### config.mk
export PLATFORM = sky130hd
export DESIGN_NAME = decoder_scan_ctrl
export DESIGN_NICKNAME = d
export VERILOG_FILES = /design/src/rtl/decoder_scan_pkg.sv /design/src/rtl/scan_next_ch.sv /design/src/rtl/decoder_scan_ctrl.sv
export SDC_FILE = /design/constraint.sdc
export NUM_CORES = 1
export LEC_CHECK = 0
export CAP_MARGIN = 20
export CORE_AREA = 2 2 76 78
export DETAILED_ROUTE_END_ITERATION = 6
export DIE_AREA = 0 0 78 80
export GPL_TIMING_DRIVEN = 0
export PLACE_DENSITY = 0.63
export SETUP_SLACK_MARGIN = 0.15
export SYNTH_ARGS = -nofsm -noshare
export SYNTH_HDL_FRONTEND = slang
export SYNTH_HIERARCHICAL = 1
export SYNTH_SLANG_ARGS = --single-unit
### constraint.sdc
create_clock -name clk -period 4.3 [get_ports clk]
set_input_delay 1.075 -clock clk [delete_from_list [all_inputs] [get_ports clk]]
set_output_delay 1.075 -clock clk [all_outputs]
set_load 0.1 [all_outputs]
### src/rtl/decoder_scan_pkg.sv
// Package for the decoder scan sequencer.
// Contents: FSM state encoding, the 74138-style enable codes, and a helper that
// sizes the dwell/blank counters from their cycle counts.
package decoder_scan_pkg;

  typedef enum logic [1:0] {
    ST_IDLE  = 2'd0,
    ST_BLANK = 2'd1,
    ST_DRIVE = 2'd2
  } scan_state_t;

  // {G, GA, GB}: the decoder is enabled only for G=1, GA=0, GB=0.
  localparam logic [2:0] DEC_ON  = 3'b100;
  localparam logic [2:0] DEC_OFF = 3'b011;

  // Bits needed to hold 0..max_val. Never returns less than one bit, so a zero
  // blank count still yields a legal vector.
  function automatic int cnt_width(input int max_val);
    int w;
    w = $clog2(max_val + 1);
    return (w < 1) ? 1 : w;
  endfunction

endpackage

### src/rtl/scan_next_ch.sv
// Combinational channel picker for the decoder scan sequencer.
// Ports:
//   cur        in  3  channel currently addressed
//   num_ch     in  3  index of the last channel in the frame
//   mask       in  8  per-channel enable (all ones when masking is not built)
//   first      out 3  lowest enabled channel in 0..num_ch
//   next       out 3  lowest enabled channel above cur, or first on wrap
//   wrap       out 1  no enabled channel above cur; the frame is complete
//   none_valid out 1  no channel in 0..num_ch is enabled
module scan_next_ch (
  input  logic [2:0] cur,
  input  logic [2:0] num_ch,
  input  logic [7:0] mask,
  output logic [2:0] first,
  output logic [2:0] next,
  output logic       wrap,
  output logic       none_valid
);

  logic [7:0] valid;
  logic       found;

  always_comb begin
    valid = '0;
    first = '0;
    next  = '0;
    found = 1'b0;
    for (int i = 0; i < 8; i++) begin
      valid[i] = mask[i] && (3'(i) <= num_ch);
    end
    none_valid = (valid == 8'd0);
    // Walk downwards so the lowest qualifying index is the last one written.
    for (int i = 7; i >= 0; i--) begin
      if (valid[i]) first = 3'(i);
    end
    for (int i = 7; i >= 0; i--) begin
      if (valid[i] && (3'(i) > cur)) begin
        next  = 3'(i);
        found = 1'b1;
      end
    end
    // A current address above a freshly lowered num_ch also lands here.
    wrap = !found;
    if (!found) next = first;
  end

endmodule

### src/rtl/decoder_scan_ctrl.sv
// Scan sequencer driving a 74138-style 3-to-8 decoder. Walks the address A
// through channels 0..num_ch, enabling the decoder for DWELL_CYC cycles per
// channel with a BLANK_CYC-cycle disabled gap between channels, so the address
// always settles before the enables come on (no ghosting).
// Optional feature macro: SCAN_MASK_EN adds ch_mask and skips masked-out channels.
// Ports:
//   clk, rst_n          clock (rising edge), asynchronous active-low reset
//   en                  level: 1 = scan, 0 = return to IDLE on the next edge
//   hold                level: 1 = stay on the current channel once its dwell ends
//   num_ch[2:0]         last channel of the frame, sampled only when advancing
//   ch_mask[7:0]        per-channel enable (SCAN_MASK_EN builds only)
//   G, GA, GB, A[2:0]   registered decoder enables and address
//   frame_done          one-cycle pulse on the edge that wraps back to the first channel
//   busy                registered, high while the FSM is not IDLE
//   dbg_state[1:0]      current FSM state for observation
// There is no handshake: en and hold are plain levels sampled on every edge.
module decoder_scan_ctrl
  import decoder_scan_pkg::*;
#(
  parameter int DWELL_CYC = 50000,
  parameter int BLANK_CYC = 4
) (
  input  logic       clk,
  input  logic       rst_n,
  input  logic       en,
  input  logic       hold,
  input  logic [2:0] num_ch,
`ifdef SCAN_MASK_EN
  input  logic [7:0] ch_mask,
`endif
  output logic       G,
  output logic       GA,
  output logic       GB,
  output logic [2:0] A,
  output logic       frame_done,
  output logic       busy,
  output logic [1:0] dbg_state
);

  localparam int DW_W = cnt_width(DWELL_CYC);
  localparam int BL_W = cnt_width(BLANK_CYC);
  localparam logic [DW_W-1:0] DWELL_LAST = DW_W'(DWELL_CYC - 1);
  localparam logic [BL_W-1:0] BLANK_LAST = BL_W'((BLANK_CYC > 0) ? BLANK_CYC - 1 : 0);
  // State entered after choosing a channel: a zero-length gap goes straight to DRIVE.
  localparam scan_state_t POST_PICK = (BLANK_CYC == 0) ? ST_DRIVE : ST_BLANK;

  scan_state_t     state, nxt_state;
  logic [2:0]      a_q, nxt_a;
  logic [2:0]      dec_q;
  logic            frame_q, nxt_frame;
  logic            busy_q;
  logic [DW_W-1:0] dwell_cnt, nxt_dwell;
  logic [BL_W-1:0] blank_cnt, nxt_blank;

  logic [7:0] mask;
  logic [2:0] first_ch, next_ch;
  logic       wrap, none_valid;

`ifdef SCAN_MASK_EN
  assign mask = ch_mask;
`else
  assign mask = 8'hFF;
`endif

  scan_next_ch u_next (
    .cur        (a_q),
    .num_ch     (num_ch),
    .mask       (mask),
    .first      (first_ch),
    .next       (next_ch),
    .wrap       (wrap),
    .none_valid (none_valid)
  );

  always_comb begin
    nxt_state = state;
    nxt_a     = a_q;
    nxt_frame = 1'b0;
    nxt_dwell = dwell_cnt;
    nxt_blank = blank_cnt;
    if (!en) begin
      nxt_state = ST_IDLE;
      nxt_a     = '0;
      nxt_dwell = '0;
      nxt_blank = '0;
    end else begin
      case (state)
        ST_IDLE: begin
          nxt_a     = '0;
          nxt_dwell = '0;
          nxt_blank = '0;
          // With nothing enabled this keeps re-evaluating every cycle.
          if (!none_valid) begin
            nxt_a     = first_ch;
            nxt_state = POST_PICK;
          end
        end
        ST_BLANK: begin
          if (blank_cnt == BLANK_LAST) begin
            nxt_state = ST_DRIVE;
            nxt_blank = '0;
            nxt_dwell = '0;
          end else begin
            nxt_blank = blank_cnt + BL_W'(1);
          end
        end
        ST_DRIVE: begin
          if (dwell_cnt != DWELL_LAST) begin
            nxt_dwell = dwell_cnt + DW_W'(1);
          end else if (!hold) begin
            // Dwell expired and not frozen: pick the next channel.
            nxt_dwell = '0;
            nxt_blank = '0;
            if (none_valid) begin
              nxt_state = ST_IDLE;
              nxt_a     = '0;
            end else begin
              nxt_state = POST_PICK;
              nxt_a     = next_ch;
              nxt_frame = wrap;
            end
          end
        end
        default: begin
          nxt_state = ST_IDLE;
          nxt_a     = '0;
        end
      endcase
    end
  end

  // Outputs are decoded from the next state so they line up with it exactly.
  always_ff @(posedge clk or negedge rst_n) begin
    if (!rst_n) begin
      state     <= ST_IDLE;
      a_q       <= '0;
      dec_q     <= DEC_OFF;
      frame_q   <= 1'b0;
      busy_q    <= 1'b0;
      dwell_cnt <= '0;
      blank_cnt <= '0;
    end else begin
      state     <= nxt_state;
      a_q       <= nxt_a;
      dec_q     <= (nxt_state == ST_DRIVE) ? DEC_ON : DEC_OFF;
      frame_q   <= nxt_frame;
      busy_q    <= (nxt_state != ST_IDLE);
      dwell_cnt <= nxt_dwell;
      blank_cnt <= nxt_blank;
    end
  end

  assign {G, GA, GB} = dec_q;
  assign A           = a_q;
  assign frame_done  = frame_q;
  assign busy        = busy_q;
  assign dbg_state   = state;

endmodule

Yosys cells after proc, flatten, opt, wreduce, memory -nomap -nowiden
Index checks and enable logic that the tools add are counted.

storage, ports and cells
  flip-flop bits (word level) = 29
  bits of input ports = 7
  output and inout port bits = 10
  word-level logic and storage cells = 105

cells by class
  add/subtract/negate cells = 2
  $lt $le $gt $ge = 16
  equality and inequality tests = 11
  mux-type cells = 54
  reduce and logical (&&, ||, !) cells = 15

operator list
  operator                                                       number
  two-way mux 3 bit                                              27
  two-way mux 16 bit                                             4
  case mux 16 bit (3 select lines)                               1
  case mux 3 bit (3 select lines)                                2
  adder 16 x 1 -> 16 bit, second input constant                  1
  inequality test 16 bit, second input constant                  1
  two-way mux 1 bit                                              14
  greater-than comparator 3 bit, first input constant            4
  less-or-equal comparator 3 bit, first input constant           4
  two-way mux 2 bit                                              5
  inequality test 3 bit, second input constant                   3
  AND reduction 3 bit                                            3
  logical AND 1 bit                                              8
  zero test 8 bit                                                1
  greater-than comparator 1 x 3 -> 1 bit, first input constant   2
  greater-than comparator 2 x 3 -> 1 bit, first input constant   2
  less-or-equal comparator 1 x 3 -> 1 bit, first input constant  2
  less-or-equal comparator 2 x 3 -> 1 bit, first input constant  2
  case mux 2 bit (3 select lines)                                1
  == test 2 bit, second input constant                           2
  inequality test 4 x 1 -> 1 bit, second input constant          1
  inequality test 4 bit, second input constant                   1
  adder 3 x 1 -> 3 bit, second input constant                    1
  == test 3 x 2 -> 1 bit, second input constant                  1
  5 further kinds                                                5

Depth between registers and ports, before layout
  word-level depth = 16
  mapped depth = 9
  mapped depth without buffers = 8

Cells and area by module
Netlist, hierarchy kept.

modules (own cells, without submodules)
  module             times used  cells an instance  area each (um^2)  seq. area each (um^2)
  decoder_scan_ctrl  1           193                1689.1            701.9
  scan_next_ch       1           64                 414.1             0.0

Least setup slack after synthesis
OpenSTA, ideal clock, no wires.

  kind = flip-flop to flip-flop
  from = register a_q[2], in the netlist A[2]
  to = register a_q[0], in the netlist A[0]
  library setup time = 0.137 ns
  data arrival time = 2.709 ns
  required time = 4.163 ns
  path slack = 1.454 ns
  cell stages (with the launch flop) = 10
  path buffers = 1
  period minus slack after synthesis = 2.846 ns
  cell sequence = dfrtp_1 buf_2 and3_2 nor2_1 a32oi_1 a2bb2oi_1 a221o_1 mux2_2 a2111oi_0 nor4_1

between the ends
  longest elaborated chain between the ends = 16
  elaborated cells between the ends (all ways) = 38
  those cells by class = order compare: 8; mux: 22; reduce/logical: 8

ends and longest elaborated chain
  element                                                                      RTL line                  RTL
  from (decl)                                                                  decoder_scan_ctrl.sv:48   logic [2:0] a_q, nxt_a;
  from (signal assigned)                                                       decoder_scan_ctrl.sv:144  a_q <= nxt_a;
  greater-than comparator 3 bit                                                scan_next_ch.sv:37        if (valid[i] && (3'(i) > cur)) begin
  logical AND 1 bit                                                            scan_next_ch.sv:37
  two-way mux 3 bit / two-way mux 1 bit (equally long branches) (8 in series)  scan_next_ch.sv:37
  two-way mux 3 bit *                                                          scan_next_ch.sv:44        if (!found) next = first;
  net next_ch[0]                                                               decoder_scan_ctrl.sv:56   logic [2:0] first_ch, next_ch;
  two-way mux 3 bit *                                                          decoder_scan_ctrl.sv:114  if (none_valid) begin
  two-way mux 3 bit *                                                          decoder_scan_ctrl.sv:110  end else if (!hold) begin
  two-way mux 3 bit *                                                          decoder_scan_ctrl.sv:108  if (dwell_cnt != DWELL_LAST) begin
  case mux 3 bit (3 select lines) *                                            decoder_scan_ctrl.sv:87   case (state)
  two-way mux 3 bit *                                                          decoder_scan_ctrl.sv:81   if (!en) begin

The timed path passes the listed nets; every way through them passes the cells marked *. The select of a mux whose other input is x is not followed.
A chain may end at the register's enable or synchronous reset.

Final worst setup path
  from = input port num_ch[1]
  to = register a_q[0], in the netlist A[0]

between the ends
  longest elaborated chain between the ends = 16
  elaborated cells between the ends (all ways) = 48
  those cells by class = order compare: 8; mux: 31; reduce/logical: 9

ends and longest elaborated chain
  element                                                                      RTL line                  RTL
  from (decl)                                                                  decoder_scan_ctrl.sv:27   input logic [2:0] num_ch,
  less-or-equal comparator 3 bit                                               scan_next_ch.sv:29        valid[i] = mask[i] && (3'(i) <= num_ch);
  logical AND 1 bit                                                            scan_next_ch.sv:37
  two-way mux 3 bit / two-way mux 1 bit (equally long branches) (8 in series)  scan_next_ch.sv:37
  two-way mux 3 bit *                                                          scan_next_ch.sv:44
  net next_ch[0]                                                               decoder_scan_ctrl.sv:56
  two-way mux 3 bit *                                                          decoder_scan_ctrl.sv:114
  two-way mux 3 bit *                                                          decoder_scan_ctrl.sv:110
  two-way mux 3 bit *                                                          decoder_scan_ctrl.sv:108
  case mux 3 bit (3 select lines) *                                            decoder_scan_ctrl.sv:87
  two-way mux 3 bit *                                                          decoder_scan_ctrl.sv:81

Marked as above.

==> results.rst <==
.. list-table::
   :header-rows: 1

   * - Metric
     - Value
   * - Most used flip-flop cell after synthesis
     - sky130_fd_sc_hd__dfrtp_1
   * - Fraction of power consumed by sequential logic
     - between 40% and 50%
   * - First-pass detailed-route iteration total
     - 4
   * - Leakage power figure
     - 1.08 nW
   * - CTS H-tree depth
     - 1
   * - Combinational family with the most area after synthesis
     - compound AO/OA/AOI/OAI gates
   * - TritonCTS Buffers
     - 3
   * - Detailed Route Iter0 Violations
     - approximately 120
   * - Max Clock Freq
     - about 0.30 GHz
   * - Post-layout minimum cycle time
     - 3.29 ns
   * - Cts repair resizes
     - 0
   * - Layout cells sized above 1
     - around 7.6%
   * - Placed cell area
     - approximately 2500 sq um
   * - Start-to-end type of the worst setup path
     - in -> reg
   * - Setup total negative slack
     - 0 ns
   * - Largest area contributor in the netlist
     - sky130_fd_sc_hd__dfrtp_1
   * - Synth top cells by count
     - sky130_fd_sc_hd__dfrtp_1, sky130_fd_sc_hd__nand2_1, sky130_fd_sc_hd__nor2_1
   * - Die Span X
     - approximately 78 microns
   * - Worst-skew pair later-pin latency
     - about 0.28 ns
   * - Num ports
     - 17
   * - Sort of element at the start of the critical path
     - primary input
   * - Total of flip-flops plus latches after synthesis
     - 28
   * - Area of all placed cells without fillers
     - between 2000 and 3000 sq um
   * - Post-synthesis cell count
     - between 200 and 300
   * - Antenna violations before repair
     - 0
   * - Area of combinational cells with multiple inputs
     - ~1400 sq um
   * - Final critical-path share of the clock period
     - 76.5%
   * - Cell types with the largest area share after synthesis
     - sky130_fd_sc_hd__dfrtp_1, sky130_fd_sc_hd__a21oi_1, sky130_fd_sc_hd__nand2_1, sky130_fd_sc_hd__nor2_1, sky130_fd_sc_hd__o21ai_0
   * - Setup Fix Bufs, Post-CTS
     - 0
   * - Number of flops mapped to enable cells by yosys
     - 0
   * - Vert. Die Dim
     - around 80 microns
   * - Net Sw Power
     - 0.180 mW
   * - Switching Fraction
     - between 30% and 40%
   * - Worst reg2reg path depth
     - 5
   * - Final Hold Viols
     - 0
   * - Hold WC Path Type
     - reg -> reg
   * - Overall power of the completed layout
     - approximately 0.58 mW
   * - Remaining antenna violation count
     - 0
   * - Post-synthesis mux area share
     - under 10%
   * - Sequential-to-total area share from yosys stat
     - roughly 33%
   * - Basic-gate share of the synthesized area counting and, or, nand and nor cells
     - a little over a quarter
   * - Data required time at the worst endpoint
     - around 4.4 ns
   * - Synthesized area
     - roughly 2100 sq um
   * - Share of total power in combinational logic
     - between 20% and 30%
   * - Setup repair after global routing missed its margin
     - no
   * - Transition time at the pin with the least slew margin
     - just under 1 ns
   * - Wire length of the first global-routing pass
     - approximately 8.8 mm
   * - Parity-gate share of the synthesized area counting xor and xnor cells
     - 0%
   * - Average cell area after synthesis
     - ~8.2 sq um
   * - Total half-perimeter wirelength after legalization and detailed placement
     - approximately 3.6 mm
   * - Antenna fix cells
     - 0
   * - Complex-gate fraction of the synthesized area
     - around 28%
   * - Layout Nets
     - around 310
   * - Routed wire length
     - between 4 and 5 mm
   * - Clock transition time at the flip-flop clock pins of the worst setup and hold paths
     - approximately 0.09 ns
   * - Total congestion overflow after global routing
     - 0
   * - Initial core utilization
     - around two fifths
   * - # clock sinks
     - 28
   * - Clock tree from TritonCTS
     - done
   * - Cell with the most instances after synthesis
     - sky130_fd_sc_hd__dfrtp_1
   * - Max Fanout on Critical Path
     - 8
   * - Hold path depth
     - 1
   * - RePlAce Congestion
     - slightly below 0.8
   * - Internal cell power
     - 0.398 mW
   * - Clock Tree Buf Depth
     - 2
   * - Overall die area
     - about 6200 sq um
   * - Setup-violating endpoint count in the final report
     - 0
   * - Clock root buffer
     - sky130_fd_sc_hd__clkbuf_8
   * - Cts hold-fix bufs
     - 0
   * - Top cell type's share of synthesized area
     - about a third
   * - Rows
     - 27
   * - Max-cap viol count
     - 0
   * - Drt wl/cell
     - 13.0 microns
   * - Headroom to the max-slew limit
     - between 30% and 40%
   * - Number of vias per cell after detailed routing
     - between 5 and 6
   * - Register area
     - approximately 700 sq um
   * - P&R area growth vs syn
     - 19.9%
   * - Standard cell core area
     - between 5000 and 6000 sq um
   * - Portion of total power attributed to the clock network
     - 29.1%
   * - Vias in the first global route
     - between 1500 and 2000
   * - Post-Synth Adder-Cell Area
     - ~1.2%
   * - Final Max Slew Viols
     - 0
   * - PortBufs
     - 14
   * - Largest net degree at the start of global routing
     - 21
   * - Global routing usage summed across all routing layers
     - approximately 17%
   * - Yosys Warn Count
     - 6
   * - Count of vias placed by the detailed router
     - a little under 2000
   * - Layout Skew
     - between 0.008 and 0.009 ns
   * - Power density over cell area
     - 229 nW/um^2
   * - DRC Markers
     - 0
   * - Async set-or-reset flop fraction in the synthesized netlist
     - 100%
   * - Endpoint kind of the worst setup timing path
     - flop
   * - Worst VDD drop
     - between 0.2 and 0.25 mV
   * - Data arrival time at the worst-slack endpoint
     - roughly 3.4 ns
   * - Number of different library cells in the post-synthesis netlist
     - 65
   * - Filler cell count in the final layout
     - roughly 550
   * - Status
     - completed
## area by class of cell
type	instances	area share, %
Multi-Input combinational cell	225	54.3
Buffer	15	2.88
Clock buffer	4	2.18
Inverter	17	2.53
Timing Repair Buffer	15	6.65
Sequential cell	28	27.8
Tap cell	72	3.57
## routing by layer
| layer | GRT usage, % | vias up | share of wire [%] |
|---|---|---|---|
| met4 | 3.51 | 0 | 0.63 |
| met2 | 27.9 | 26 | 47 |
| met5 | 0 | - | 0 |
| met3 | 2.38 | 4 | 2.9 |
| met1 | 23.9 | 901 | 49 |
| li1 | - | 1026 | - |
## power groups by stage
stage	clock network, mW	logic (mW)	registers (mW)
after floorplan	0	0.0715	0.306
after global placement	0	0.129	0.281
after detailed placement	0	0.134	0.281
after CTS	0.174	0.134	0.276
after global routing	0.183	0.149	0.277
final	0.168	0.134	0.276
## critical path: stages
cell                              delay, ns
sky130_fd_sc_hd__clkdlybuf4s50_1       0.56
sky130_fd_sc_hd__o31ai_2               0.49
sky130_fd_sc_hd__nor3_1                0.12
sky130_fd_sc_hd__a221o_1               0.36
sky130_fd_sc_hd__mux2_2                0.26
sky130_fd_sc_hd__a2111oi_0             0.45
sky130_fd_sc_hd__nor4_1                0.12
## path summary, 6_finish.rpt
kind,startpoint,end,slack [ns]
worst min-delay path,blank_cnt[2],dec_q[2],0.53
worst max register to register,dwell_cnt[5],dwell_cnt[15],1.79
min in group asynchronous,rst_n,blank_cnt[1],1.13
max in group asynchronous,rst_n,dwell_cnt[4],2.70
worst min register to register,blank_cnt[2],dec_q[2],0.53
worst max-delay path,num_ch[1],A[0],1.01
## stage by stage
| step | setup slack, ns | cells | util [%] | hold WS [ns] |
|---|---|---|---|---|
| 2_1_floorplan | 1.45 | 285 | - | 0.479 |
| 3_3_place_gp | 0.828 | 371 | 45.1 | 0.503 |
| 3_5_place_dp | 0.758 | 372 | 45.6 | 0.516 |
| 4_1_cts | 1.05 | 376 | 46.6 | 0.530 |
| 5_1_grt | 0.744 | 376 | 46.6 | 0.550 |
| 6_report | 1.01 | 376 | 46.6 | 0.526 |
## flip-flops by register name, summed over array words and instances, names as in the netlist
| register | flops |
|---|---|
| A | 3 |
| dbg_state | 2 |
| dwell_cnt | 16 |
| dec_q | 2 |
| busy | 1 |
| blank_cnt | 3 |
| frame_done | 1 |
## cells by family (layout without fill, tap and decap cells)
family	count (synthesis)	count (layout)
and+or+nand+nor	103	103
other	1	29
buffers and inverters	32	51
AOI/OAI and AO/OA	84	84
muxes	7	7
DFF	28	28
adders and majority gates	2	2
## layout by cell type, fill, tap and decap left out, types with 3 or more instances in the layout
cell type                         instances
sky130_fd_sc_hd__conb_1                  29
sky130_fd_sc_hd__dfrtp_1                 27
sky130_fd_sc_hd__nor2_1                  20
sky130_fd_sc_hd__nand2_1                 20
sky130_fd_sc_hd__a21oi_1                 19
sky130_fd_sc_hd__inv_1                   17
sky130_fd_sc_hd__clkdlybuf4s50_1         14
sky130_fd_sc_hd__o21ai_0                 13
sky130_fd_sc_hd__nor3_1                  12
sky130_fd_sc_hd__clkbuf_1                10
sky130_fd_sc_hd__nand3_1                  8
sky130_fd_sc_hd__and3_1                   6
sky130_fd_sc_hd__o22ai_1                  6
sky130_fd_sc_hd__a21o_1                   6
sky130_fd_sc_hd__nor4_1                   5
sky130_fd_sc_hd__nor2b_1                  4
sky130_fd_sc_hd__nand3b_1                 4
sky130_fd_sc_hd__mux2i_1                  4
sky130_fd_sc_hd__a31oi_1                  4
sky130_fd_sc_hd__o211ai_1                 4
sky130_fd_sc_hd__clkbuf_8                 4
sky130_fd_sc_hd__nor3b_1                  3
sky130_fd_sc_hd__nand4_1                  3
sky130_fd_sc_hd__mux2_2                   3
sky130_fd_sc_hd__a2111oi_0                3
sky130_fd_sc_hd__a211oi_1                 3
Note: power is estimated with default switching activity, not from simulation.
